### src/rtl/bcd_updown_counter.sv
// Parametrised multi-digit BCD up/down counter with load, clear, compare match,
// wrap pulse and sticky overflow. Define SATURATE_EN to hold at MAX/0 instead of rolling over.
module bcd_updown_counter #(
  parameter  int DIGITS = 4,
  localparam int W      = 4 * DIGITS
) (
  input  logic         clk,
  input  logic         _reset,
  input  logic         clr,
  input  logic         load,
  input  logic [W-1:0] load_val,
  input  logic         enable,
  input  logic         up,
  input  logic [W-1:0] match_val,
  output logic [W-1:0] count,
  output logic         wrap,
  output logic         ovr,
  output logic         match
);

  logic [W-1:0] count_q, count_d;
  logic         wrap_q, wrap_d;
  logic         ovr_q, ovr_d;
  logic [W-1:0] load_bcd;
  logic [W-1:0] step_val;
  logic         carry;

  // Clamp each loaded digit independently so no non-BCD digit is ever stored.
  always_comb begin
    load_bcd = '0;
    for (int i = 0; i < DIGITS; i++) begin
      load_bcd[4*i +: 4] = (load_val[4*i +: 4] > 4'd9) ? 4'd9 : load_val[4*i +: 4];
    end
  end

  // One-step ripple: carry/borrow enters digit 0 and propagates while digits
  // sit at the rollover value; a carry left over at the top means max<->0 crossed.
  always_comb begin
    step_val = count_q;
    carry    = 1'b1;
    for (int i = 0; i < DIGITS; i++) begin
      if (carry) begin
        if (up) begin
          if (count_q[4*i +: 4] == 4'd9) begin
            step_val[4*i +: 4] = 4'd0;
          end else begin
            step_val[4*i +: 4] = count_q[4*i +: 4] + 4'd1;
            carry              = 1'b0;
          end
        end else begin
          if (count_q[4*i +: 4] == 4'd0) begin
            step_val[4*i +: 4] = 4'd9;
          end else begin
            step_val[4*i +: 4] = count_q[4*i +: 4] - 4'd1;
            carry              = 1'b0;
          end
        end
      end
    end
  end

  // NOTE: every variable gets a default before any branch, so no path leaves
  // one unassigned and no latch is inferred.
  always_comb begin
    count_d = count_q;
    wrap_d  = 1'b0;
    ovr_d   = ovr_q;
    if (clr) begin
      count_d = '0;
      ovr_d   = 1'b0;
    end else if (load) begin
      count_d = load_bcd;
    end else if (enable) begin
`ifdef SATURATE_EN
      count_d = carry ? count_q : step_val;
`else
      count_d = step_val;
`endif
      wrap_d  = carry;
      ovr_d   = ovr_q | carry;
    end
  end

  // NOTE: sequential state uses non-blocking assignments so every flop samples
  // pre-edge values; the async reset clears all state without waiting for clk.
  always_ff @(posedge clk or negedge _reset) begin
    if (!_reset) begin
      count_q <= '0;
      wrap_q  <= 1'b0;
      ovr_q   <= 1'b0;
    end else begin
      count_q <= count_d;
      wrap_q  <= wrap_d;
      ovr_q   <= ovr_d;
    end
  end

  assign count = count_q;
  assign wrap  = wrap_q;
  assign ovr   = ovr_q;
  assign match = (count_q == match_val);

endmodule
### config.mk
export PLATFORM = sky130hd
export DESIGN_NAME = bcd_updown_counter
export DESIGN_NICKNAME = d
export VERILOG_FILES = /design/src/rtl/bcd_updown_counter.sv
export SDC_FILE = /design/constraint.sdc
export NUM_CORES = 1
export LEC_CHECK = 0
export CORE_ASPECT_RATIO = 0.8
export CORE_MARGIN = 1.5
export CORE_UTILIZATION = 52
export CTS_BUF_LIST = sky130_fd_sc_hd__clkbuf_16
export DETAILED_ROUTE_END_ITERATION = 12
export PLACE_DENSITY_LB_ADDON = 0.3
export SYNTH_ARGS = -nofsm -noshare
export SYNTH_HDL_FRONTEND = slang
export SYNTH_SLANG_ARGS = --single-unit
export TNS_END_PERCENT = 50
### constraint.sdc
create_clock -name clk -period 4.4 [get_ports clk]
set_clock_uncertainty 0.15 [all_clocks]
set_input_delay 0.88 -clock clk [delete_from_list [all_inputs] [get_ports clk]]
set_output_delay 0.88 -clock clk [all_outputs]
set_load 0.1 [all_outputs]
# After elaboration in Yosys (flattened, before gate mapping)
# Index checks and enable logic that the tools add are counted.
# totals
in_bits	38
ff_bits	18
# op_classes
n_reduce_logical	13
n_lt_le_gt_ge	4
bitwise	1
n_eq_ne	6
n_addsub	8
mux	43
# ops
cell	n
2-to-1 mux 4 bit	19
2-to-1 mux 16 bit	3
2-to-1 mux 1 bit	21
adder 4 x 1 -> 4 bit, second input constant	4
equality test 16 bit	1
equality test 4 bit, second input constant	4
greater-than comparator 4 bit, second input constant	4
zero test 4 bit	4
subtractor 4 x 1 -> 4 bit, second input constant	4
nonzero test 3 bit	4
AND reduction 2 bit	4
inequality test 2 bit, second input constant	1
nonzero test 2 bit	1
OR 1 bit	1

# Longest topological paths before layout
# logic_depth
word_depth	10
depth_mapped	8
depth_no_buf	7

# Least setup slack after synthesis
# No wires, ideal clock.
# synth_path
kind	register -> output
from	reg count_q[0], in the netlist count[0]
to	out match
path_slack_ns	-1.021
stages_incl_launch_ff	5
arrival_time_ns	4.391
n_path_buf	1
cell_sequence	dfrtp_1 -> clkbuf_1 -> xnor2_1 -> nand4_1 -> nor4_1
# synth_via
elab_chain_cells	1
# synth_lines
item	line	text
from (decl)	21	logic [W-1:0] count_q, count_d;
from (signal assigned)	92	count_q <= count_d;
equality test 16 bit	101	assign match = (count_q == match_val);
to (decl)	18	output logic match
# No other way between the ends.

# Worst setup path in the final report
# layout_path
from	in match_val[0]
to	out match
# layout_via
elab_chain_cells	1
# layout_lines
item	line	text
from (decl)	14	input logic [W-1:0] match_val,
equality test 16 bit	101	
# No other way between the ends.

==> metrics.cfg <==
[run_status]
status = completed

[synth]
seq_area_frac_synth = 0.234
synthTopCellsByArea = dfrtp_1 (23%), ha_1 (10%), xnor2_1 (7.3%)
synth_top_area_frac = 0.234
syn_area_mm2 = 0.00193
ys_warn_count = 0
avgSynthCellArea_um2 = 8.06
synth.net_count = 293
synth-async-reset-ratio = 1.00
yosysTopAreaCell = dfrtp_1
synthCells = 239
synth_enable_flop_cells = 0
ys.flop_type = dfrtp_1
synthDistinctLibCells = 54
ys_seq_elements = 18

[worst_setup_path]
rr_worst_depth = 6
crit_slowest_cell = clkdlybuf4s50_1
cp.arrival_ns = 2.26
crit_type = primary input to primary output
cpPeakStageDelay_ns = 0.44
crit_required_ns = 3.37
endpoint_kind = primary output
ff2ff_setup_slack_ns = 1.92
worstSetupStartpointType = primary input
cp_max_fo = 1
r2r-start = count[0]$_DFFE_PN0P_
timing.rr.end = count[14]$_DFFE_PN0P_
crit_path_cell_trace = clkdlybuf4s50_1 > xnor2_1 > nand4_1 > nor4_2 > buf_4

[clocking]
postCtsSetupRepairBufs = 0
hold_buffers = 0
cts_repair_resize_count = 0
clockBufferDepth = 2
cts_sinks = 18
cts_buffers = 3
clock_latency_ns = 0.25
cts.reportedPaths.clkPinSlew_ns = 0.05
cts-root-buf = clkbuf_16
cts_tree = done
htreeDepth = 1

[routing]
wl_per_cell_um = 15.6
vias_per_cell = 6.04
route.detailed.drc = 0
drt.antenna.violating_nets = 0
dr.first_iter.drc_count = 337
wl_mm = 5.14
dr.pass1.iters = 5
dr_total_vias = 1986

[power]
power_frac_comb = 0.505
clkPwrFrac = 0.218
p_leak_uw = 0.00100
p_sw_frac = 0.461
seqPwrFrac = 0.277
power.density_mw_per_mm2 = 340
intPower_uw = 466
vdd_ir_drop_max_v = 0.000271
p_sw_uw = 398

[place]
gp_congestion = 0.939
hpwl_mm = 3.78
port_buffers = 56

[die]
fp.dieW_um = 71.1
dieHeight_um = 57.4
core_mm2 = 0.00349
io_pins = 57
die_area_mm2 = 0.00408
start_util = 0.551
num_rows = 19

[grt]
antenna_found_initial = 0
grt_max_degree = 21
grt-ovfl-total = 0
track_usage = 0.258
grt_pass1_vias = 1755
grt_pass1_wl_mm = 8.40

[final_layout]
area_delta_synth_final_pct = 32.1
layout_common_cells = clkdlybuf4s50_1 (55), nand2_1 (22), o21ai_0 (20), a21oi_1 (18), dfrtp_1 (18)
drive_gt1_frac = 0.0732
fillerInstances = 268
diodes = 0
nNetsFinal = 342
final_common_cell = clkdlybuf4s50_1
utilization = 0.728

[timing]
slew_headroom = 0.345
final-max-slew-violation-count = 0
timing.fmax_ghz = 0.304
setup_viol = 0
finalHoldViolations = 0
rsz0062_at_grt = false
setup_tns_ns = 0
worst_pin_slew_ns = 0.979
period_needed_ns = 3.29
period_share = 0.748
hold_ws_ns = 0.335

[min_path]
min_path_type = flop to flop
hold_end = ovr$_DFFE_PN0P_
min_from = ovr$_DFFE_PN0P_
hold_depth = 1

[run]
max-cap-violations = 0

==> cells in the mapped netlist (2+ instances only) <==
library cell,instances
nand2_1,22
a31oi_1,5
or3_1,4
a221oi_1,3
buf_2,2
nor2_1,17
o211ai_1,2
a41oi_1,2
a21o_1,2
a21oi_1,18
and2_1,3
ha_1,16
o21ai_0,20
a2bb2oi_1,4
inv_1,13
mux2_2,4
nor2b_1,5
nor4b_1,2
or3b_2,3
dfrtp_1,18
clkbuf_1,5
nor3_1,5
xnor2_1,16
buf_4,3
nand4_1,5
o21a_1,3
o31ai_1,2
buf_6,3
nand3_1,4
nand2b_1,4
==> layout make-up <==
| cell class | instances | area, um^2 | share of cell area |
|---|---|---|---|
| clock buffers | 3 | 75.1 | 0.0295 |
| clock inverters | 1 | 3.75 | 0.00147 |
| inverters | 13 | 48.8 | 0.0192 |
| multi-input cells | 195 | 1350 | 0.530 |
| flip-flops and latches | 18 | 450 | 0.177 |
| well taps | 42 | 52.6 | 0.0206 |
| repair buffers | 57 | 566 | 0.222 |
==> per-layer routing <==
layer	track usage	wire length, um	vias up	share of wire
met1	0.364	2240	905	0.44
met2	0.419	2340	103	0.46
met3	0.0512	518	8	0.10
li1	-	-	970	-
met4	0.0431	34	0	0.0066
met5	0	0	-	0
==> worst max-delay path by stage <==
stage / from / end / slack (ns) / cells past startpoint
after detailed placement: up / count[10]$_DFFE_PN0P_ / 1.08 / 5
after floorplan: count[0]$_DFFE_PN0P_ / match / 0.12 / 4
after global placement: match_val[14] / match / 1.11 / 5
final: match_val[0] / match / 1.11 / 5
after CTS: match_val[7] / match / 1.11 / 5
after global routing: match_val[6] / match / 1.01 / 5
==> critical path, delay by kind of cell <==
family	cells	cell delay (ns)
buffers and inverters	2	0.77
xor gates and xnor gates	1	0.23
and+or+nand+nor	2	0.39
==> cell families (layout without fill, tap and decap cells) <==
| group | after synthesis | after routing | share of synthesized area |
|---|---|---|---|
| DFF | 18 | 18 | 0.234 |
| and+or+nand+nor | 86 | 86 | 0.244 |
| xor gates and xnor gates | 16 | 16 | 0.0727 |
| AOI/OAI and AO/OA | 72 | 72 | 0.248 |
| muxes | 5 | 5 | 0.0286 |
| buffers and inverters | 26 | 74 | 0.0695 |
| adders and majority gates | 16 | 16 | 0.104 |
==> per-stage QoR <==
stage	instance area [um^2]	cells	setup slack [ns]	total power, uW
CTS	2540	329	1.11	863
global route	2540	329	1.01	906
global placement	2470	325	1.11	667
floorplan	1930	239	0.123	559
detailed placement	2470	325	1.08	672
finish	2540	329	1.11	864
==> registers in the layout, summed over array words and instances (netlist names) <==
register and cells:
count 16, ovr 1, wrap 1
==> power by group through the flow <==
stage	Sequential, uW	Combinational (uW)	Clock (uW)
CTS	238	434	190
floorplan	361	198	0
global route	245	463	197
finish	240	436	188
global placement	241	427	0
detailed placement	241	430	0
Note: power is estimated with default switching activity, not from simulation.
